==> src/rtl/reduction_tree_pipe.sv <==
// Pipelined bitwise OR/AND/XOR reduction tree, one register stage per tree level.
// Optional beat counter output o_beat_cnt is enabled by defining REDUCTION_TREE_PIPE_BEAT_CNT_EN.
module reduction_tree_pipe #(
    parameter int NUM_INPUT_DATA = 8,
    parameter int DATA_WIDTH     = 1
) (
    input  logic                                 clk,
    input  logic                                 rst_n,
    input  logic                                 i_en,
    input  logic [1:0]                           i_mode,
    input  logic [NUM_INPUT_DATA-1:0]            i_valid,
    input  logic [NUM_INPUT_DATA*DATA_WIDTH-1:0] i_data_bus,
    output logic                                 o_valid,
    output logic [DATA_WIDTH-1:0]                o_data_bus
`ifdef REDUCTION_TREE_PIPE_BEAT_CNT_EN
    ,
    output logic [31:0]                          o_beat_cnt
`endif
);

    localparam int N    = NUM_INPUT_DATA;
    localparam int W    = DATA_WIDTH;
    localparam int LVLS = (N <= 2) ? 1 : $clog2(N);
    localparam int NH   = (N + 1) / 2;

    // Node count entering tree level lvl.
    function automatic int nodes_at(input int lvl);
        int n;
        n = N;
        for (int i = 0; i < lvl; i++) begin
            n = (n + 1) / 2;
        end
        return n;
    endfunction

    function automatic logic [W-1:0] op_identity(input logic [1:0] mode);
        logic [W-1:0] r;
        if (mode == 2'b01) begin
            r = {W{1'b1}};
        end else begin
            r = {W{1'b0}};
        end
        return r;
    endfunction

    function automatic logic [W-1:0] op_apply(input logic [1:0] mode,
                                              input logic [W-1:0] a,
                                              input logic [W-1:0] b);
        logic [W-1:0] r;
        case (mode)
            2'b01:   r = a & b;
            2'b10:   r = a ^ b;
            default: r = a | b;
        endcase
        return r;
    endfunction

    // Source arrays carry one spare slot so the pairing index 2j+1 never leaves range.
    logic [W-1:0] src_s      [LVLS][N+1];
    logic [1:0]   src_mode_s [LVLS];
    logic         src_bv_s   [LVLS];

    logic [W-1:0] node_d [LVLS][NH];
    logic [W-1:0] node_q [LVLS][NH];
    logic [1:0]   mode_d [LVLS];
    logic [1:0]   mode_q [LVLS];
    logic         bv_d   [LVLS];
    logic         bv_q   [LVLS];

    // Build each level's inputs: masked lanes for level 0, previous registers afterwards.
    always_comb begin
        for (int s = 0; s < LVLS; s++) begin
            for (int j = 0; j <= N; j++) begin
                src_s[s][j] = {W{1'b0}};
            end
        end
        for (int j = 0; j < N; j++) begin
            if (i_valid[j]) begin
                src_s[0][j] = i_data_bus[j*W +: W];
            end else begin
                src_s[0][j] = op_identity(i_mode);
            end
        end
        src_mode_s[0] = i_mode;
        src_bv_s[0]   = |i_valid;
        for (int s = 1; s < LVLS; s++) begin
            for (int j = 0; j < NH; j++) begin
                src_s[s][j] = node_q[s-1][j];
            end
            src_mode_s[s] = mode_q[s-1];
            src_bv_s[s]   = bv_q[s-1];
        end
    end

    // Next-state for every level: pair-combine, pass odd leftovers, or hold on stall.
    always_comb begin
        for (int s = 0; s < LVLS; s++) begin
            mode_d[s] = mode_q[s];
            bv_d[s]   = bv_q[s];
            for (int j = 0; j < NH; j++) begin
                node_d[s][j] = node_q[s][j];
            end
            if (i_en) begin
                mode_d[s] = src_mode_s[s];
                bv_d[s]   = src_bv_s[s];
                for (int j = 0; j < NH; j++) begin
                    if ((2 * j + 1) < nodes_at(s)) begin
                        node_d[s][j] = op_apply(src_mode_s[s], src_s[s][2*j], src_s[s][2*j+1]);
                    end else if ((2 * j) < nodes_at(s)) begin
                        node_d[s][j] = src_s[s][2*j];
                    end else begin
                        node_d[s][j] = {W{1'b0}};
                    end
                end
            end else begin
                mode_d[s] = mode_q[s];
            end
        end
    end

    // Stage registers; reset drops every in-flight beat.
    always_ff @(posedge clk or negedge rst_n) begin
        if (!rst_n) begin
            for (int s = 0; s < LVLS; s++) begin
                mode_q[s] <= 2'b00;
                bv_q[s]   <= 1'b0;
                for (int j = 0; j < NH; j++) begin
                    node_q[s][j] <= {W{1'b0}};
                end
            end
        end else begin
            for (int s = 0; s < LVLS; s++) begin
                mode_q[s] <= mode_d[s];
                bv_q[s]   <= bv_d[s];
                for (int j = 0; j < NH; j++) begin
                    node_q[s][j] <= node_d[s][j];
                end
            end
        end
    end

    assign o_valid    = bv_q[LVLS-1];
    assign o_data_bus = node_q[LVLS-1][0];

`ifdef REDUCTION_TREE_PIPE_BEAT_CNT_EN
    logic [31:0] beat_cnt_d;
    logic [31:0] beat_cnt_q;

    // Count a beat when a valid one is loaded into the final stage.
    always_comb begin
        if (i_en && src_bv_s[LVLS-1]) begin
            beat_cnt_d = beat_cnt_q + 32'd1;
        end else begin
            beat_cnt_d = beat_cnt_q;
        end
    end

    // Beat counter register.
    always_ff @(posedge clk or negedge rst_n) begin
        if (!rst_n) begin
            beat_cnt_q <= 32'd0;
        end else begin
            beat_cnt_q <= beat_cnt_d;
        end
    end

    assign o_beat_cnt = beat_cnt_q;
`endif

endmodule

==> config.mk <==
export PLATFORM = sky130hd
export DESIGN_NAME = reduction_tree_pipe
export DESIGN_NICKNAME = d
export VERILOG_FILES = /design/src/rtl/reduction_tree_pipe.sv
export SDC_FILE = /design/constraint.sdc
export NUM_CORES = 1
export LEC_CHECK = 0
export ABC_AREA = 1
export CAP_MARGIN = 20
export CORE_UTILIZATION = 25
export DETAILED_ROUTE_END_ITERATION = 12
export DONT_BUFFER_PORTS = 1
export PLACE_DENSITY_LB_ADDON = 0.25
export SLEW_MARGIN = 20
export SYNTH_ARGS = -nofsm -noshare
export SYNTH_HDL_FRONTEND = slang
export SYNTH_SLANG_ARGS = --single-unit
==> constraint.sdc <==
create_clock -name clk -period 1.7 [get_ports clk]
set_input_delay 0.34 -clock clk [delete_from_list [all_inputs] [get_ports clk]]
set_output_delay 0.34 -clock clk [all_outputs]
set_load 0.03 [all_outputs]
## Word level (Yosys, flattened, before mapping)

Cells that the tools add are included.

| word-level totals | value |
|---|---|
| bits in registers | 14 |
| input bits | 21 |
| output and inout port bits | 2 |
| logic and storage cells | 56 |

| operators by class | value |
|---|---|
| equal/unequal tests | 6 |
| multiplexer cells | 16 |
| bitwise operators | 21 |
| reduce and logical (&&, ||, !) cells | 1 |

Operator list:

| operator | count |
|---|---|
| 1-bit one-hot mux with 2 select lines | 7 |
| 1-bit two-way mux | 9 |
| 8-bit OR reduction | 1 |
| 1-bit bitwise AND | 7 |
| 1-bit bitwise OR | 7 |
| 1-bit bitwise XOR | 7 |
| 2-bit by 1-bit == test with 1-bit output, second input constant | 3 |
| 2-bit == test, second input constant | 3 |

## Depth between registers and ports, before layout

| depth | value |
|---|---|
| word-level depth | 5 |
| mapped depth | 9 |
| depth with buffers taken out | 9 |

## Worst setup path after synthesis

Ideal clock, no wire load.

| timing | value |
|---|---|
| kind | input to register |
| from | in i_mode[1] |
| to | reg node_q[10] in the netlist's numbering |
| arrival time | 1.330 ns |
| required time | 1.582 ns |
| setup slack | 0.253 ns |
| stages | 9 |
| buffers on the path | 0 |
| cells stage by stage | inv_1 -> ha_1 -> inv_4 -> o21ai_2 -> ha_1 -> nand2_1 -> nand3_1 -> nand2_1 -> o21ai_2 |

| on the way | value |
|---|---|
| cells in the longest elaborated chain, start to end | 5 |

RTL lines:

| item | line | text |
|---|---|---|
| start, declared | 10 | `input logic [1:0] i_mode,` |
| 2-bit by 1-bit == test with 1-bit output | 38, 50 |  |
| 1-bit two-way mux | 38 | `if (mode == 2'b01) begin` |
| 1-bit two-way mux | 78 | `if (i_valid[j]) begin` |
| 1-bit bitwise OR, or another cell as far along | 53 | `default: r = a \| b;` |
| 1-bit one-hot mux with 2 select lines * | 50 | `case (mode)` |
| end signal, assigned by index | 128 | `node_q[s][j] <= {W{1'b0}};` |
| end signal, assigned by index | 136 | `node_q[s][j] <= node_d[s][j];` |
| end, declared | 64 | `logic [W-1:0] node_q [LVLS][NH];` |

Mark *: on every way between the ends. The rest lies on a longest branch, timed or not.
A chain may end at the register's enable or synchronous reset.

## Final worst setup path

Ends and elaborated chain as after synthesis.

==> results.toml <==
[sta]
fin_crit_sh = 0.809
tightest_slew_ns = 0.667
slew-limit-headroom = 0.554
fin_worst_skew_ns = 0.00240
fin_crit_ns = 1.38
finalMaxSlewViolations = 0
final-hold-violation-count = 0
setup_tns_ns = 0
whs_ns = 0.160
finalSetupViolations = 0
grt_setup_unrepaired = "no"
fmax_ghz = 0.727

[clocking]
ctsRootBufferMaster = "clkbuf_8"
tritoncts = "done"
clk_pin_slew_worst_paths_ns = 0.06
cts_buffer_depth = 2
cts_buffers = 3
clk_latency_ns = 0.24
h-tree-depth = 1
cts.sinks = 14
cts_resized = 0

[drt]
final_antenna_net_count = 0
initialDrtViolationCount = 23
post_drt_wl_per_cell_microns = 11.2
drc_errors = 0
viasPerCell = 4.44
firstDrtPassIters = 4
drt_wl_total_microns = 2220
vias = 879

[final_layout]
synthToLayoutAreaGrowth_pct = 9.50
design_area_sq_um = 1240
antenna_cells = 0
drive_above_1_share = 0.185
final_nets = 188

[power]
power_w = 0.000999
leakage_nw = 0.630
power_density_nw_per_um2 = 805
pwr-share-clk = 0.321
switchingPower_w = 0.000310
swShare = 0.311
vdd_ir_drop_max_mv = 0.305
power_frac_comb = 0.250
pwr-share-seq = 0.429
internal-power_w = 0.000689

[setup_path]
worstPathMaxFanout = 8
r2r-start = "mode_q[4]"
worstReg2RegEnd = "node_q[7]"
cp-endpoint = "node_q[10]"
rr_worst_depth = 6
reg2reg_setup_slack_ns = 0.54
crit_path_start_kind = "input pin"
crit_required_ns = 1.83
criticalPathCategory = "in2reg"
worstPathArrival_ns = 1.51
worstSetupStartpoint = "i_mode[1]"
cp-end-kind = "register"

[place]
dp_hpwl_microns = 1810
post_dp_cell_area_sq_um = 1170
finalWeightedCongestion = 0.765
port_buffers = 0

[global_route]
gr-usage-all-layers = 0.0974
grt.busiest_layer = "met2"
overflow = 0
first_global_vias = 861
grtUsageMet2 = 0.166
grt_pass1_wl_microns = 3700
grt_max_degree = 20
antenna_found_initial = 0
grt_util_met1 = 0.113
grt_util_met3 = 0.0334

[die]
die_area_sq_um = 4800
dieWidth_microns = 69.3
die_y_microns = 69.3
start_util = 0.260
std_cell_rows = 24
ios = 23
coreArea_sq_um = 4350

[run_status]
outcome = "finished clean"

[synth]
synth_area_per_cell_sq_um = 7.92
seq_area_frac_synth = 0.309
yosys_warnings = 0
syn_area_sq_um = 1130
synthDistinctLibCells = 14
synth-seq-cells = 14
postSynthCellCount = 143
synth_fp_nets = 184
yosysTopAreaCellShare = 0.309
synth_top_cells_by_area = "dfrtp_1, ha_1, nand2_1"
synth_top_area_cell = "dfrtp_1"

[worst_hold_path]
hold_path_class = "in2reg"
holdPathStages = 1

[job]
drv_cap = 0
## stage by stage
| step | std cells | util | setup slack (ns) |
|---|---|---|---|
| global route | 198 | 0.285 | 0.237 |
| floorplan | 143 | - | 0.253 |
| finish | 198 | 0.285 | 0.324 |
| detailed placement | 193 | 0.270 | 0.0846 |
| global placement | 193 | 0.270 | 0.142 |
| CTS | 198 | 0.285 | 0.347 |
## cell usage after synthesis, drive strengths merged
| cell type | instances |
|---|---|
| nand3 | 8 |
| inv | 26 |
| dfrtp | 14 |
| o21ai | 19 |
| buf | 2 |
| nand2 | 41 |
| ha | 20 |
| nor2 | 6 |
| a21oi | 7 |
## registers in the layout, summed over array words and instances (netlist names)
register and flops:
bv_q 2, mode_q 4, node_q 6, o_valid 1, o_data_bus 1
## how the worst min path moves through the flow
stage	end	start
2_1_floorplan	bv_q[1]	rst_n
3_3_place_gp	node_q[6]	rst_n
3_5_place_dp	node_q[6]	rst_n
4_1_cts	node_q[9]	i_en
5_1_grt	node_q[7]	i_en
6_report	node_q[9]	i_en
## cell usage in the layout, fill, tap and decap left out
master and n:
o21ai_1 1, inv_4 2, dfrtp_1 14, nand2_1 41, o21ai_0 4, inv_2 7
dlygate4sd3_1 1, clkbuf_8 4, o21ai_4 1, a21oi_1 7, o21ai_2 13, ha_1 20
nand3_1 8, inv_1 17, nor2_1 6
## worst max-delay path: stages
cell     delay, ns
inv_1         0.04
ha_1          0.28
inv_4         0.12
o21ai_2       0.17
ha_1          0.27
nand2_1       0.07
nand3_1       0.07
nand2_1       0.09
o21ai_2       0.06
## logic make-up (layout without fill, tap and decap cells)
group                      count (synthesis)  after routing  share of synthesized area
and+or+nand+nor                           55             55                      0.191
buffers and inverters                     28             31                      0.110
AOI/OAI and AO/OA                         26             26                      0.168
adders and majority gates                 20             20                      0.221
DFF                                       14             14                      0.309
## power by group through the flow
stage	registers (W)	clock network (W)	logic, W
2_1_floorplan	0.000427	0	0.000207
3_3_place_gp	0.000433	0	0.000236
3_5_place_dp	0.000435	0	0.000243
4_1_cts	0.000429	0.000336	0.000256
5_1_grt	0.000435	0.000348	0.000295
6_report	0.000428	0.000320	0.000250
## final cells by class
class / count / area [sq um]
flip-flops and latches: 14 / 350
well taps: 52 / 65.1
multi-input cells: 101 / 657
inverters: 26 / 103
fillers: 476 / 3110
clock buffers: 4 / 55.1
repair buffers: 1 / 10.0
## per-layer routing
metal	share of wire	vias up
met5	0	-
met4	0.016	0
met2	0.51	16
met3	0.030	6
met1	0.44	404
li1	-	453
## what timing repair did
item / CTS / global route
endpoints found under the hold margin: 14 / 0
buffers inserted: 0 / 0
hold buffers: 1 / 0
Power figures use the tool's default switching activity.
